==> config.mk <==
export PLATFORM = sky130hd
export DESIGN_NAME = rlight_sched
export DESIGN_NICKNAME = d
export VERILOG_FILES = /design/src/rtl/rlight_sched.sv
export SDC_FILE = /design/constraint.sdc
export NUM_CORES = 1
export LEC_CHECK = 0
export ABC_AREA = 1
export BUFFER_PORTS_ARGS = -buffer_cell sky130_fd_sc_hd__buf_2
export CAP_MARGIN = 25
export CORE_UTILIZATION = 66
export DETAILED_ROUTE_END_ITERATION = 12
export PLACE_DENSITY = 0.86
export SYNTH_ARGS = -nofsm -noshare
export SYNTH_HDL_FRONTEND = slang
export SYNTH_SLANG_ARGS = --single-unit
==> constraint.sdc <==
create_clock -name clk_i -period 3.4 [get_ports clk_i]
set_input_delay 0.34 -clock clk_i [delete_from_list [all_inputs] [get_ports clk_i]]
set_output_delay 0.34 -clock clk_i [all_outputs]
set_load 0.05 [all_outputs]
==> src/rtl/rlight_sched.sv <==
// rlight_sched: register-programmed LED step sequencer driving a shift datapath.
// Define RLIGHT_SCHED_IRQ_EN to enable the completion interrupt pulse on irq_o.
module rlight_sched #(
  parameter int NUM_STEPS = 8
) (
  input  logic        clk_i,
  input  logic        rst_ni,
  input  logic        we_i,
  input  logic        re_i,
  input  logic [5:0]  addr_i,
  input  logic [31:0] wdata_i,
  output logic [31:0] rdata_o,
  output logic [1:0]  mode_o,
  output logic [7:0]  pattern_o,
  output logic        load_o,
  output logic        tick_o,
  output logic        busy_o,
  output logic        irq_o
);
  localparam logic [4:0] NS = 5'(NUM_STEPS);
  typedef enum logic [1:0] {IDLE, LOAD, RUN, NEXT} state_t;
  state_t st, nxt;
  logic [31:0] prog [16];
  logic [31:0] cur;
  logic [3:0] idx, last, eidx;
  logic [7:0] d, c, dl;
  logic loop, done, ctrl_wr, start, stop, ent_ok, fin, wrap;
  assign ctrl_wr = we_i && addr_i == 6'h00;
  assign stop = ctrl_wr && wdata_i[1];
  assign start = ctrl_wr && wdata_i[0] && !wdata_i[1];
  assign eidx = {1'b0, addr_i[4:2]};
  assign ent_ok = addr_i[5] && addr_i[1:0] == 2'b00 && {1'b0, eidx} < NS;
  assign cur = prog[idx];
  assign wrap = idx == last;
  always_comb begin
    load_o = st == LOAD;
    pattern_o = load_o ? cur[7:0] : 8'h00;
    tick_o = st == RUN && c != 8'd0 && d == 8'd0 && mode_o != 2'd3 && !stop;
    busy_o = st != IDLE;
    fin = st == NEXT && wrap && !loop && !stop;
    nxt = stop ? IDLE :
          st == IDLE ? (start ? LOAD : IDLE) :
          st == LOAD ? RUN :
          st == RUN  ? (c == 8'd0 ? NEXT : RUN) :
          (wrap && !loop ? IDLE : LOAD);
  end
  always_comb begin
    rdata_o = !re_i ? 32'h0 :
              addr_i == 6'h00 ? {29'h0, loop, 2'b00} :
              addr_i == 6'h04 ? {20'h0, idx, 6'h0, done, busy_o} :
              addr_i == 6'h08 ? {28'h0, last} :
              ent_ok ? prog[eidx] : 32'h0;
  end
`ifdef RLIGHT_SCHED_IRQ_EN
  assign irq_o = fin;
`else
  assign irq_o = 1'b0;
`endif
  always_ff @(posedge clk_i or negedge rst_ni) begin
    if (!rst_ni) st <= IDLE;
    else st <= nxt;
  end
  always_ff @(posedge clk_i or negedge rst_ni) begin
    if (!rst_ni) begin
      idx <= 4'd0;
      last <= 4'(NUM_STEPS - 1);
      loop <= 1'b0;
      done <= 1'b0;
      mode_o <= 2'd3;
      d <= 8'd0;
      c <= 8'd0;
      dl <= 8'd0;
      for (int i = 0; i < 16; i++) prog[i] <= 32'h0;
    end else begin
      if (ctrl_wr) loop <= wdata_i[2];
      if (we_i && addr_i == 6'h08 && {1'b0, wdata_i[3:0]} < NS) last <= wdata_i[3:0];
      if (we_i && ent_ok) prog[eidx] <= wdata_i & 32'hFFFF_03FF;
      if (fin) done <= 1'b1;
      else if (st == IDLE && start) done <= 1'b0;
      else if (we_i && addr_i == 6'h04 && wdata_i[1]) done <= 1'b0;
      if (!stop) begin
        if (st == IDLE && start) idx <= 4'd0;
        if (st == LOAD) begin
          mode_o <= cur[9:8];
          d <= cur[23:16];
          dl <= cur[23:16];
          c <= cur[31:24];
        end
        // reload from the latched delay so mid-step entry rewrites cannot disturb it
        if (st == RUN && c != 8'd0) begin
          if (d != 8'd0) d <= d - 8'd1;
          else begin
            c <= c - 8'd1;
            d <= dl;
          end
        end
        if (st == NEXT && !(wrap && !loop)) idx <= wrap ? 4'd0 : idx + 4'd1;
      end
    end
  end
endmodule
==> run_summary.xml <==
<?xml version="1.0" encoding="UTF-8"?>
<metrics>
  <group name="finish">
    <metric name="nets" unit="">1964</metric>
    <metric name="commonest_non_fill_non_tap_cells_in_the_layout" unit="">nand2_1, o21ai_0, dfrtp_1</metric>
    <metric name="multiInputGateArea" unit="µm²">6300</metric>
    <metric name="layout-area-overhead-vs-synth" unit="%">9.51</metric>
    <metric name="layout.cells.most_common" unit="">nand2_1</metric>
    <metric name="final-seq-area" unit="µm²">6170</metric>
    <metric name="drive_above_1_share" unit="%">10.3</metric>
    <metric name="fill_cells" unit="">1548</metric>
  </group>
  <group name="yosys">
    <metric name="synthesis.area_per_instance" unit="µm²">7.37</metric>
    <metric name="netlist-cell-type-count" unit="">44</metric>
    <metric name="async_flop_share" unit="%">100</metric>
    <metric name="synth-edff-count" unit="">0</metric>
    <metric name="yosysWarnings" unit="">0</metric>
    <metric name="predominant_post_synthesis_flop_cell" unit="">dfrtp_1</metric>
    <metric name="synth.largest_area_cell" unit="">dfrtp_1</metric>
    <metric name="netlist_instances" unit="">1903</metric>
    <metric name="synth-seq-cells" unit="">246</metric>
    <metric name="synth_top_cell_area_share" unit="%">43.0</metric>
    <metric name="synth_top_cells_by_area" unit="">dfrtp_1, nand2_1, o21ai_0</metric>
    <metric name="netlist_area_before_placement" unit="µm²">14000</metric>
    <metric name="synth_sequential_area_ratio" unit="%">43.9</metric>
  </group>
  <group name="pwr">
    <metric name="clock_power_share" unit="%">27.7</metric>
    <metric name="worst_ir_drop_vdd" unit="mV">0.493</metric>
    <metric name="power_switching_share" unit="%">40.5</metric>
    <metric name="combPwrFrac" unit="%">36.4</metric>
    <metric name="p_leak" unit="µW">0.00726</metric>
    <metric name="cell_internal_pwr" unit="µW">6650</metric>
    <metric name="total_switching_power" unit="µW">4520</metric>
    <metric name="p_seq_share" unit="%">36.0</metric>
    <metric name="pwr_per_cell_area" unit="nW/µm²">727</metric>
  </group>
  <group name="timing">
    <metric name="finalHoldViolCount" unit="">0</metric>
    <metric name="tightest_slew" unit="ns">0.873</metric>
    <metric name="timing.fmax" unit="MHz">310</metric>
    <metric name="timing.final.crit_share" unit="%">94.8</metric>
    <metric name="grt_setup_unrepaired" unit="">no</metric>
    <metric name="slew_viol_final" unit="">0</metric>
    <metric name="post-route-min-period" unit="ns">3.22</metric>
    <metric name="fin_ws" unit="ns">0.175</metric>
    <metric name="fin_skew" unit="ns">0.00821</metric>
    <metric name="timing.slew.headroom" unit="%">41.7</metric>
    <metric name="post_route_setup_tns" unit="ns">0</metric>
    <metric name="total_of_endpoints_with_negative_setup_slack_in_the_final_report" unit="">0</metric>
  </group>
  <group name="min_path">
    <metric name="launch_instance_of_the_worst_min_delay_path" unit="">wdata_i[9]</metric>
    <metric name="hold_path_class" unit="">input port to flip-flop</metric>
  </group>
  <group name="critical_path">
    <metric name="path_max_fanout" unit="">21</metric>
    <metric name="critical-path-max-stage-delay" unit="ns">0.69</metric>
    <metric name="timing.critical_path.slowest_stage_cell" unit="">dfrtp_2</metric>
    <metric name="family_of_cells_with_the_greatest_summed_delay_on_the_critical_path" unit="">buffers and inverters</metric>
    <metric name="startpoint_type" unit="">flip-flop</metric>
    <metric name="cp_cell_sequence" unit="">clkinv_2, a21oi_1, o21ai_0, nand3_1, nand2_1, a31oi_1, buf_2</metric>
    <metric name="critical_path_arrival" unit="ns">2.88</metric>
    <metric name="worst_ep_required_time" unit="ns">3.06</metric>
    <metric name="crit_buf_inv" unit="">2</metric>
    <metric name="worstSetupEndpointType" unit="">primary output</metric>
    <metric name="critical_path_class" unit="">flip-flop to primary output</metric>
    <metric name="critical_path.reg2reg.startpoint" unit="">idx[1]</metric>
    <metric name="cp-startpoint" unit="">idx[1]</metric>
  </group>
  <group name="placement">
    <metric name="dp_slack" unit="ns">0.423</metric>
    <metric name="dp.final_hpwl" unit="µm">26100</metric>
    <metric name="routability_congestion" unit="">0.904</metric>
    <metric name="place.port_buffers" unit="">76</metric>
  </group>
  <group name="route">
    <metric name="wl_per_cell" unit="µm">19.3</metric>
    <metric name="routed_wl" unit="µm">42500</metric>
    <metric name="dr_total_vias" unit="">14000</metric>
    <metric name="vias_per_cell" unit="">6.32</metric>
    <metric name="ant_nets" unit="">0</metric>
    <metric name="post-route-drc-count" unit="">0</metric>
    <metric name="firstDrtPassIters" unit="">8</metric>
    <metric name="dr.first_iter.drc_count" unit="">1853</metric>
  </group>
  <group name="floorplan">
    <metric name="floorplan.initialDensity" unit="%">68.2</metric>
    <metric name="floorplan.die.width" unit="µm">148</metric>
    <metric name="dieArea" unit="µm²">21800</metric>
    <metric name="row_count" unit="">52</metric>
    <metric name="floorplan.die.height" unit="µm">148</metric>
    <metric name="top_level_ports" unit="">88</metric>
    <metric name="design.core.area" unit="µm²">20600</metric>
  </group>
  <group name="global_routing">
    <metric name="grt_pass1_wl" unit="µm">68200</metric>
    <metric name="globalRouteTotalUtil" unit="%">39.6</metric>
    <metric name="global_route.overflow_total" unit="">0</metric>
    <metric name="grt_pass1_vias" unit="">13100</metric>
    <metric name="antenna_violations_before_repair" unit="">2</metric>
    <metric name="grt_max_degree" unit="">152</metric>
  </group>
  <group name="status">
    <metric name="run_status" unit="">finished clean</metric>
  </group>
  <group name="clock_tree">
    <metric name="clk_transition_reported_paths" unit="ns">0.06</metric>
    <metric name="tritoncts" unit="">yes</metric>
    <metric name="cts_sinks" unit="">246</metric>
    <metric name="clock-root-buffer" unit="">clkbuf_16</metric>
    <metric name="cts_setup_buffers" unit="">0</metric>
    <metric name="clock_tree.htree_level_count" unit="">1</metric>
    <metric name="cts_buffers" unit="">27</metric>
    <metric name="cts-root-to-sink-buffers" unit="">3</metric>
    <metric name="clock_insertion_delay_worst_skew" unit="ns">0.54</metric>
  </group>
  <group name="job">
    <metric name="max_cap_violations" unit="">0</metric>
  </group>
</metrics>
[sequential cells by signal, summed over array words and instances (netlist names), 2 cells and up]
signal / cells
idx: 4
c: 8
mode_o: 2
d: 8
st: 2
last: 4
prog: 208
dl: 8
[area by class of cell]
type                       count  share of cell area (%)
tap                          270                    2.20
clock buffer                  34                    4.83
multi-input combinational   1295                    41.0
clock inverter                16                    1.25
sequential                   246                    40.1
antenna                        3                  0.0489
inverter                     227                    5.59
timing repair buffer         116                    4.92
[worst paths after layout]
path | slack (ns) | depth (start not counted) | end
worst max-delay path | 0.18 | 7 | pattern_o[3]
worst min-delay path | 0.08 | 3 | prog[329]
worst max register to register | 0.91 | 7 | dl[1]
worst min register to register | 0.49 | 2 | dl[2]
max in group asynchronous | 1.99 | 3 | prog[355]
min in group asynchronous | 0.44 | 2 | prog[501]
[power groups by stage]
| stage | Clock (µW) | Combinational [µW] | Sequential [µW] |
|---|---|---|---|
| 2_1_floorplan | 0 | 2960 | 3920 |
| 3_3_place_gp | 0 | 3770 | 4010 |
| 3_5_place_dp | 0 | 3910 | 4040 |
| 4_1_cts | 3090 | 3950 | 4000 |
| 5_1_grt | 3210 | 4500 | 4080 |
| 6_report | 3090 | 4060 | 4020 |
[cell families after synthesis]
logic type	Yosys count	synth area share, %
flip-flops	246	43.9
other	1	0.0267
buffers and inverters	366	11.3
AND/OR/NAND/NOR	675	20.5
adder cells (fa/ha/maj)	9	0.803
XOR/XNOR	9	0.562
AO/OA/AOI/OAI	597	23.0
[layer usage]
layer  wire length, µm  track usage, %  vias up
li1                  -               -     6280
met1             15700            53.3     6463
met2             19000            60.7     1012
met3              5310            7.04      203
met4              2470            22.7        0
met5                 0               0        -
[tightest hold or removal path, stage by stage]
cell and delay [ns]:
buf_2 0.12, nand2_1 0.05, o21ai_0 0.06
[timing repair]
action	in CTS	in global routing
resized for setup	1	0
endpoints found under the setup margin	8	0
hold buffers	1	0
hold endpoints to repair	95	0
[synth_stat cells, types with 10 or more instances]
cell type and instances:
clkbuf_1 45, buf_2 58, nor3_1 15, nand3_1 112
inv_1 217, o21ai_1 34, o211ai_1 33, o21ai_0 303
a21oi_1 170, o221ai_1 10, buf_6 10, buf_4 12
nand2_1 429, dfrtp_1 241, nor2_1 90
[stage by stage]
stage | hold slack [ns] | power [µW] | cells | utilization [%] | instance area (µm²)
floorplan | 0.0444 | 6880 | 1907 | - | 14000
global placement | 0.431 | 7780 | 2153 | 70.1 | 14400
detailed placement | 0.434 | 7940 | 2153 | 70.1 | 14400
CTS | 0.0748 | 11000 | 2204 | 74.7 | 15400
global route | 0.107 | 11800 | 2206 | 74.7 | 15400
finish | 0.0805 | 11200 | 2207 | 74.7 | 15400
Note: power is estimated with default switching activity, not from simulation.
